File: src/rtl/mod_sub_seq.sv
// Sequential multi-limb modular subtractor: r = (a - b) mod p, one 64-bit limb per cycle.
// Optional MODSUB_ZERO_FLAG_EN adds a registered is_zero flag that is valid with done.
module mod_sub_seq #(
    parameter int LIMBS = 4
) (
    input  logic                  clk,
    input  logic                  rst,
    input  logic                  start,
    input  logic [64*LIMBS-1:0]   a,
    input  logic [64*LIMBS-1:0]   b,
    input  logic [64*LIMBS-1:0]   p,
    output logic                  ready,
    output logic                  done,
    output logic [64*LIMBS-1:0]   r
`ifdef MODSUB_ZERO_FLAG_EN
    ,
    output logic                  is_zero
`endif
);

    localparam int W  = 64 * LIMBS;
    localparam int IW = (LIMBS > 1) ? $clog2(LIMBS) : 1;
    localparam logic [IW-1:0] LAST_IDX = IW'(LIMBS - 1);

    typedef enum logic [1:0] {
        ST_IDLE = 2'd0,
        ST_SUB  = 2'd1,
        ST_CORR = 2'd2,
        ST_DONE = 2'd3
    } state_t;

    // Shared lane: subtraction is x + ~y + ~borrow, carry-out inverted gives borrow-out.
    function automatic logic [64:0] lane_add(input logic [63:0] x,
                                             input logic [63:0] y,
                                             input logic        cin);
        lane_add = {1'b0, x} + {1'b0, y} + {64'd0, cin};
    endfunction

    state_t          state_r;
    state_t          state_nxt_s;
    logic [W-1:0]    a_r;
    logic [W-1:0]    b_r;
    logic [W-1:0]    p_r;
    logic [W-1:0]    r_r;
    logic [IW-1:0]   idx_r;
    logic [IW-1:0]   idx_nxt_s;
    logic [IW+5:0]   base_s;
    logic            bc_r;
    logic            ready_r;
    logic            done_r;
    logic            accept_s;
    logic            last_s;
    logic [63:0]     x_limb_s;
    logic [63:0]     y_limb_s;
    logic            cin_s;
    logic [64:0]     lane_s;
    logic [63:0]     sum_s;
    logic            cout_s;
    logic            borrow_s;
`ifdef MODSUB_ZERO_FLAG_EN
    logic            nz_r;
    logic            nz_nxt_s;
    logic            is_zero_r;
`endif

    assign base_s = {idx_r, 6'd0};
    assign ready  = ready_r;
    assign done   = done_r;
    assign r      = r_r;
`ifdef MODSUB_ZERO_FLAG_EN
    assign is_zero = is_zero_r;
`endif

    // Operand selection for the single add/subtract lane.
    always_comb begin
        x_limb_s = 64'd0;
        y_limb_s = 64'd0;
        cin_s    = 1'b0;
        case (state_r)
            ST_SUB: begin
                x_limb_s = a_r[base_s +: 64];
                y_limb_s = ~b_r[base_s +: 64];
                cin_s    = ~bc_r;
            end
            ST_CORR: begin
                x_limb_s = r_r[base_s +: 64];
                y_limb_s = p_r[base_s +: 64];
                cin_s    = bc_r;
            end
            default: begin
                x_limb_s = 64'd0;
                y_limb_s = 64'd0;
                cin_s    = 1'b0;
            end
        endcase
        lane_s   = lane_add(x_limb_s, y_limb_s, cin_s);
        sum_s    = lane_s[63:0];
        cout_s   = lane_s[64];
        borrow_s = ~lane_s[64];
    end

    // Next-state and sequencing controls.
    always_comb begin
        state_nxt_s = state_r;
        accept_s    = 1'b0;
        last_s      = (idx_r == LAST_IDX);
        if (last_s) begin
            idx_nxt_s = {IW{1'b0}};
        end else begin
            idx_nxt_s = idx_r + IW'(1);
        end
        case (state_r)
            ST_IDLE: begin
                if (start) begin
                    accept_s    = 1'b1;
                    state_nxt_s = ST_SUB;
                end else begin
                    state_nxt_s = ST_IDLE;
                end
            end
            ST_SUB: begin
                if (last_s) begin
                    if (borrow_s) begin
                        state_nxt_s = ST_CORR;
                    end else begin
                        state_nxt_s = ST_DONE;
                    end
                end else begin
                    state_nxt_s = ST_SUB;
                end
            end
            ST_CORR: begin
                if (last_s) begin
                    state_nxt_s = ST_DONE;
                end else begin
                    state_nxt_s = ST_CORR;
                end
            end
            ST_DONE: state_nxt_s = ST_IDLE;
            default: state_nxt_s = ST_IDLE;
        endcase
    end

`ifdef MODSUB_ZERO_FLAG_EN
    // Running OR of limbs written in the current phase; restarts at limb 0.
    always_comb begin
        if (idx_r == {IW{1'b0}}) begin
            nz_nxt_s = |sum_s;
        end else begin
            nz_nxt_s = nz_r | (|sum_s);
        end
    end
`endif

    // State register with registered ready/done decoded from the next state.
    always_ff @(posedge clk) begin
        if (rst) begin
            state_r <= ST_IDLE;
            ready_r <= 1'b1;
            done_r  <= 1'b0;
        end else begin
            state_r <= state_nxt_s;
            ready_r <= (state_nxt_s == ST_IDLE);
            done_r  <= (state_nxt_s == ST_DONE);
        end
    end

    // Operand latch, limb index, borrow/carry chain and result limbs.
    always_ff @(posedge clk) begin
        if (rst) begin
            a_r   <= {W{1'b0}};
            b_r   <= {W{1'b0}};
            p_r   <= {W{1'b0}};
            r_r   <= {W{1'b0}};
            idx_r <= {IW{1'b0}};
            bc_r  <= 1'b0;
        end else begin
            case (state_r)
                ST_IDLE: begin
                    if (accept_s) begin
                        a_r   <= a;
                        b_r   <= b;
                        p_r   <= p;
                        idx_r <= {IW{1'b0}};
                        bc_r  <= 1'b0;
                    end
                end
                ST_SUB: begin
                    r_r[base_s +: 64] <= sum_s;
                    idx_r             <= idx_nxt_s;
                    // The correction phase starts with a clear carry.
                    bc_r              <= last_s ? 1'b0 : borrow_s;
                end
                ST_CORR: begin
                    r_r[base_s +: 64] <= sum_s;
                    idx_r             <= idx_nxt_s;
                    bc_r              <= last_s ? 1'b0 : cout_s;
                end
                default: begin
                    bc_r <= 1'b0;
                end
            endcase
        end
    end

`ifdef MODSUB_ZERO_FLAG_EN
    // Zero flag: cleared on accept, captured as the final phase finishes.
    always_ff @(posedge clk) begin
        if (rst) begin
            nz_r      <= 1'b0;
            is_zero_r <= 1'b0;
        end else begin
            case (state_r)
                ST_IDLE: begin
                    if (accept_s) begin
                        nz_r      <= 1'b0;
                        is_zero_r <= 1'b0;
                    end
                end
                ST_SUB, ST_CORR: begin
                    nz_r <= nz_nxt_s;
                    if (state_nxt_s == ST_DONE) begin
                        is_zero_r <= ~nz_nxt_s;
                    end
                end
                default: begin
                    nz_r <= nz_r;
                end
            endcase
        end
    end
`endif

endmodule

File: config.mk
export PLATFORM = sky130hd
export DESIGN_NAME = mod_sub_seq
export DESIGN_NICKNAME = d
export VERILOG_FILES = /design/src/rtl/mod_sub_seq.sv
export SDC_FILE = /design/constraint.sdc
export NUM_CORES = 2
export LEC_CHECK = 0
export CAP_MARGIN = 5
export CORE_ASPECT_RATIO = 0.5
export CORE_MARGIN = 1
export CORE_UTILIZATION = 30
export DETAILED_ROUTE_END_ITERATION = 10
export GPL_ROUTABILITY_DRIVEN = 0
export SYNTH_ARGS = -nofsm -noshare
export SYNTH_HDL_FRONTEND = slang
export SYNTH_SLANG_ARGS = --single-unit
File: constraint.sdc
create_clock -name clk -period 4.9 [get_ports clk]
set_clock_uncertainty 0.1 [all_clocks]
set_input_delay 0.49 -clock clk [delete_from_list [all_inputs] [get_ports clk]]
set_output_delay 0.49 -clock clk [all_outputs]
set_load 0.02 [all_outputs]
==> impl_metrics.env <==
export IMPL_utilization=0.413
export IMPL_maxCapViolCount=0
export IMPL_p_int_mw=14.7
export IMPL_worstHoldPathType="input port to flop"
export IMPL_grt_first_pass_wirelength_mm=309
export IMPL_layout_nets=7264
export IMPL_grt_pass1_vias=42200
export IMPL_timing_fmax_mhz=208
export IMPL_maxSlewHeadroom=0.299
export IMPL_row_count=102
export IMPL_clkLatencyLatePin_ps=720
export IMPL_cp_max_fo=11
export IMPL_drv_slew=0
export IMPL_hold_ws_ps=161
export IMPL_crit_required_ps=5400
export IMPL_layout_drive_gt1_share=0.111
export IMPL_syn_to_final_growth_pct=36.4
export IMPL_async_flop_share=0
export IMPL_die_area_um2=158000
export IMPL_rsz0062_at_grt="true"
export IMPL_synth_cell_types=76
export IMPL_p_sw_mw=5.57
export IMPL_drc=0
export IMPL_cellPowerDensity_nw_per_um2=318
export IMPL_grt_max_degree=222
export IMPL_cts_root_buf="clkbuf_16"
export IMPL_viasPerCell=5.35
export IMPL_avgSynthCellArea_um2=8.51
export IMPL_htreeDepth=3
export IMPL_drt_total_wl_mm=223
export IMPL_dp_slack_ps=-64.3
export IMPL_worst_setup_path_end_kind="flop"
export IMPL_p_sw_frac=0.274
export IMPL_yosysSeqAreaShare=0.440
export IMPL_cts_tree="built"
export IMPL_hold_buffers=0
export IMPL_leakage_nw=23.1
export IMPL_hpwl_mm=172
export IMPL_max_vdd_ir_drop_v=0.000259
export IMPL_cts_sinks=1031
export IMPL_setup_violations_final=0
export IMPL_power_frac_comb=0.150
export IMPL_start_util=0.303
export IMPL_ys_ff_latch=1031
export IMPL_ant_nets=0
export IMPL_fin_ws_ps=86.2
export IMPL_num_vias=46100
export IMPL_fp_dieH_um=282
export IMPL_critical_path_class="flop to flop"
export IMPL_syn_num_nets=6354
export IMPL_timing_final_crit_share=0.982
export IMPL_core_area_um2=155000
export IMPL_cp_arrival_ps=5310
export IMPL_yosys_most_used_dff="dfxtp_1"
export IMPL_worst_pin_slew_ps=1050
export IMPL_worst_setup_path_start_kind="flop"
export IMPL_drt_iter0_drc=5474
export IMPL_status="finished clean"
export IMPL_numPortBuffers=1028
export IMPL_cts_made_buffers=98
export IMPL_clk_pin_slew_ps=70
export IMPL_power_frac_seq=0.447
export IMPL_first_pass_iters=6
export IMPL_fin_crit_ps=4810
export IMPL_hold_viol=0
export IMPL_io_pin_count=1029
export IMPL_synth_area_um2=46900
export IMPL_yosys_warnings=0
export IMPL_die_w_um=561
export IMPL_grt_util_all_layers=0.270
export IMPL_antenna_found_initial=56
export IMPL_clk_path_buf_depth=3
export IMPL_overflow=0
export IMPL_synth_edf_count=0
export IMPL_clockPowerShare=0.404
export IMPL_wire_per_inst_um=25.9
export IMPL_syn_inst=5511
## layout by cell type (no fill, tap or decap), drive strengths merged, types with 70 or more instances in the layout
cell	Yosys	routed
dfxtp	1031	1031
ha	70	70
clkbuf	382	133
buf	60	231
nor2	187	187
o21ai	135	135
a22o	112	112
mux4	256	256
clkdlybuf4s50	0	1027
a22oi	121	121
nand2	1830	1830
a21oi	863	863
## worst paths after layout
kind             from       end  slack, ps  cells after the start
min               rst    r[138]        160                      2
max          idx_r[0]    r[121]         90                     20
max reg2reg  idx_r[0]    r[121]         90                     20
min reg2reg  p_r[186]  p_r[186]        350                      2
## worst max-delay path, cell delays in order (launching register included)
cell and delay [ps]:
dfxtp_4 440, buf_4 200, buf_12 170, mux4_2 530, nand2_1 170, o21ai_0 110, buf_4 180, and2_1 160
ha_1 340, o211ai_1 120, a21oi_2 210, o21ai_1 160, a211oi_2 340, o211ai_1 190, buf_4 180, o21ai_0 200
buf_4 180, nor2_1 70, a2111oi_4 380, buf_4 200, o21ai_0 80
## metal layers
| metal | routed length, µm | track usage | vias to the layer above | share of wire |
|---|---|---|---|---|
| li1 | - | - | 20900 | - |
| met1 | 93200 | 0.364 | 22700 | 0.42 |
| met2 | 99500 | 0.413 | 2061 | 0.45 |
| met3 | 21100 | 0.0690 | 410 | 0.094 |
| met4 | 9360 | 0.106 | 26 | 0.042 |
| met5 | 181 | 0 | - | 0.00081 |
## synth_stat cells, types with 10 or more instances
library cell	n	area, µm²
o21bai_1	14	105
dfxtp_1	1031	20600
o21a_1	10	75.1
mux4_2	256	5770
nand3_1	25	125
a22oi_1	121	908
clkbuf_1	382	1430
nand2b_1	13	81.3
buf_2	19	95.1
nand2_1	1830	6870
and3_1	12	75.1
nor2_1	186	698
inv_1	23	86.3
a22o_1	112	981
buf_1	35	131
and2_1	68	425
a21boi_0	66	495
o21ai_1	12	60.1
xor2_1	21	184
nor3_1	18	90.1
a21o_1	27	203
ha_1	70	876
xnor2_1	34	298
o21ai_0	122	611
a21oi_1	855	4280
nand4_1	23	144
## timing repair
action | CTS | global route
resized for setup | 3 | 46
endpoints found under the setup margin | 4 | 115
endpoints found under the hold margin | 0 | 0
pin swaps | 1 | 10
buffers inserted | 2 | 5
## stage by stage
| stage | instance area [µm²] | std cells | power [mW] | setup TNS, ps |
|---|---|---|---|---|
| after floorplan | 46900 | 5511 | 10.7 | 0 |
| after global placement | 60300 | 8394 | 12.2 | -518 |
| after detailed placement | 60300 | 8394 | 12.2 | -227 |
| after CTS | 63700 | 8575 | 20.4 | 0 |
| after global routing | 63900 | 8606 | 21.0 | -314 |
| final | 64000 | 8615 | 20.3 | 0 |
## power groups by stage
stage	Combinational (mW)	Sequential (mW)	Clock [mW]
2_1_floorplan	1.51	9.15	0
3_3_place_gp	2.97	9.24	0
3_5_place_dp	2.99	9.25	0
4_1_cts	3.00	9.06	8.30
5_1_grt	3.24	9.11	8.65
6_report	3.04	9.08	8.21
## logic make-up (layout without fill, tap and decap cells)
family / after synthesis / in the layout / share of synthesized area
xor gates and xnor gates: 56 / 56 / 0.0106
muxes: 260 / 260 / 0.124
other: 0 / 35 / 0
AOI/OAI and AO/OA: 1405 / 1405 / 0.178
buffers and inverters: 471 / 1460 / 0.0398
DFF: 1031 / 1031 / 0.440
adders and majority gates: 72 / 72 / 0.0195
and+or+nand+nor: 2216 / 2216 / 0.188
## sequential cells by signal (all words and copies together) (netlist names)
signal	cells
b_r	256
state_r	2
idx_r	2
bc_r	1
done	1
ready	1
r	256
p_r	256
a_r	256
## area by class of cell
cell class                      count  area [µm²]
Multi-Input combinational cell   4009       24600
Fill cell                       15700       91000
Timing Repair Buffer             1258       12600
Antenna cell                       35        87.6
Inverter                           23        88.8
Clock inverter                     46         603
Tap cell                         2080        2600
Sequential cell                  1031       20600
Clock buffer                      133        2750
No activity file was read; power rests on OpenSTA's default activity.
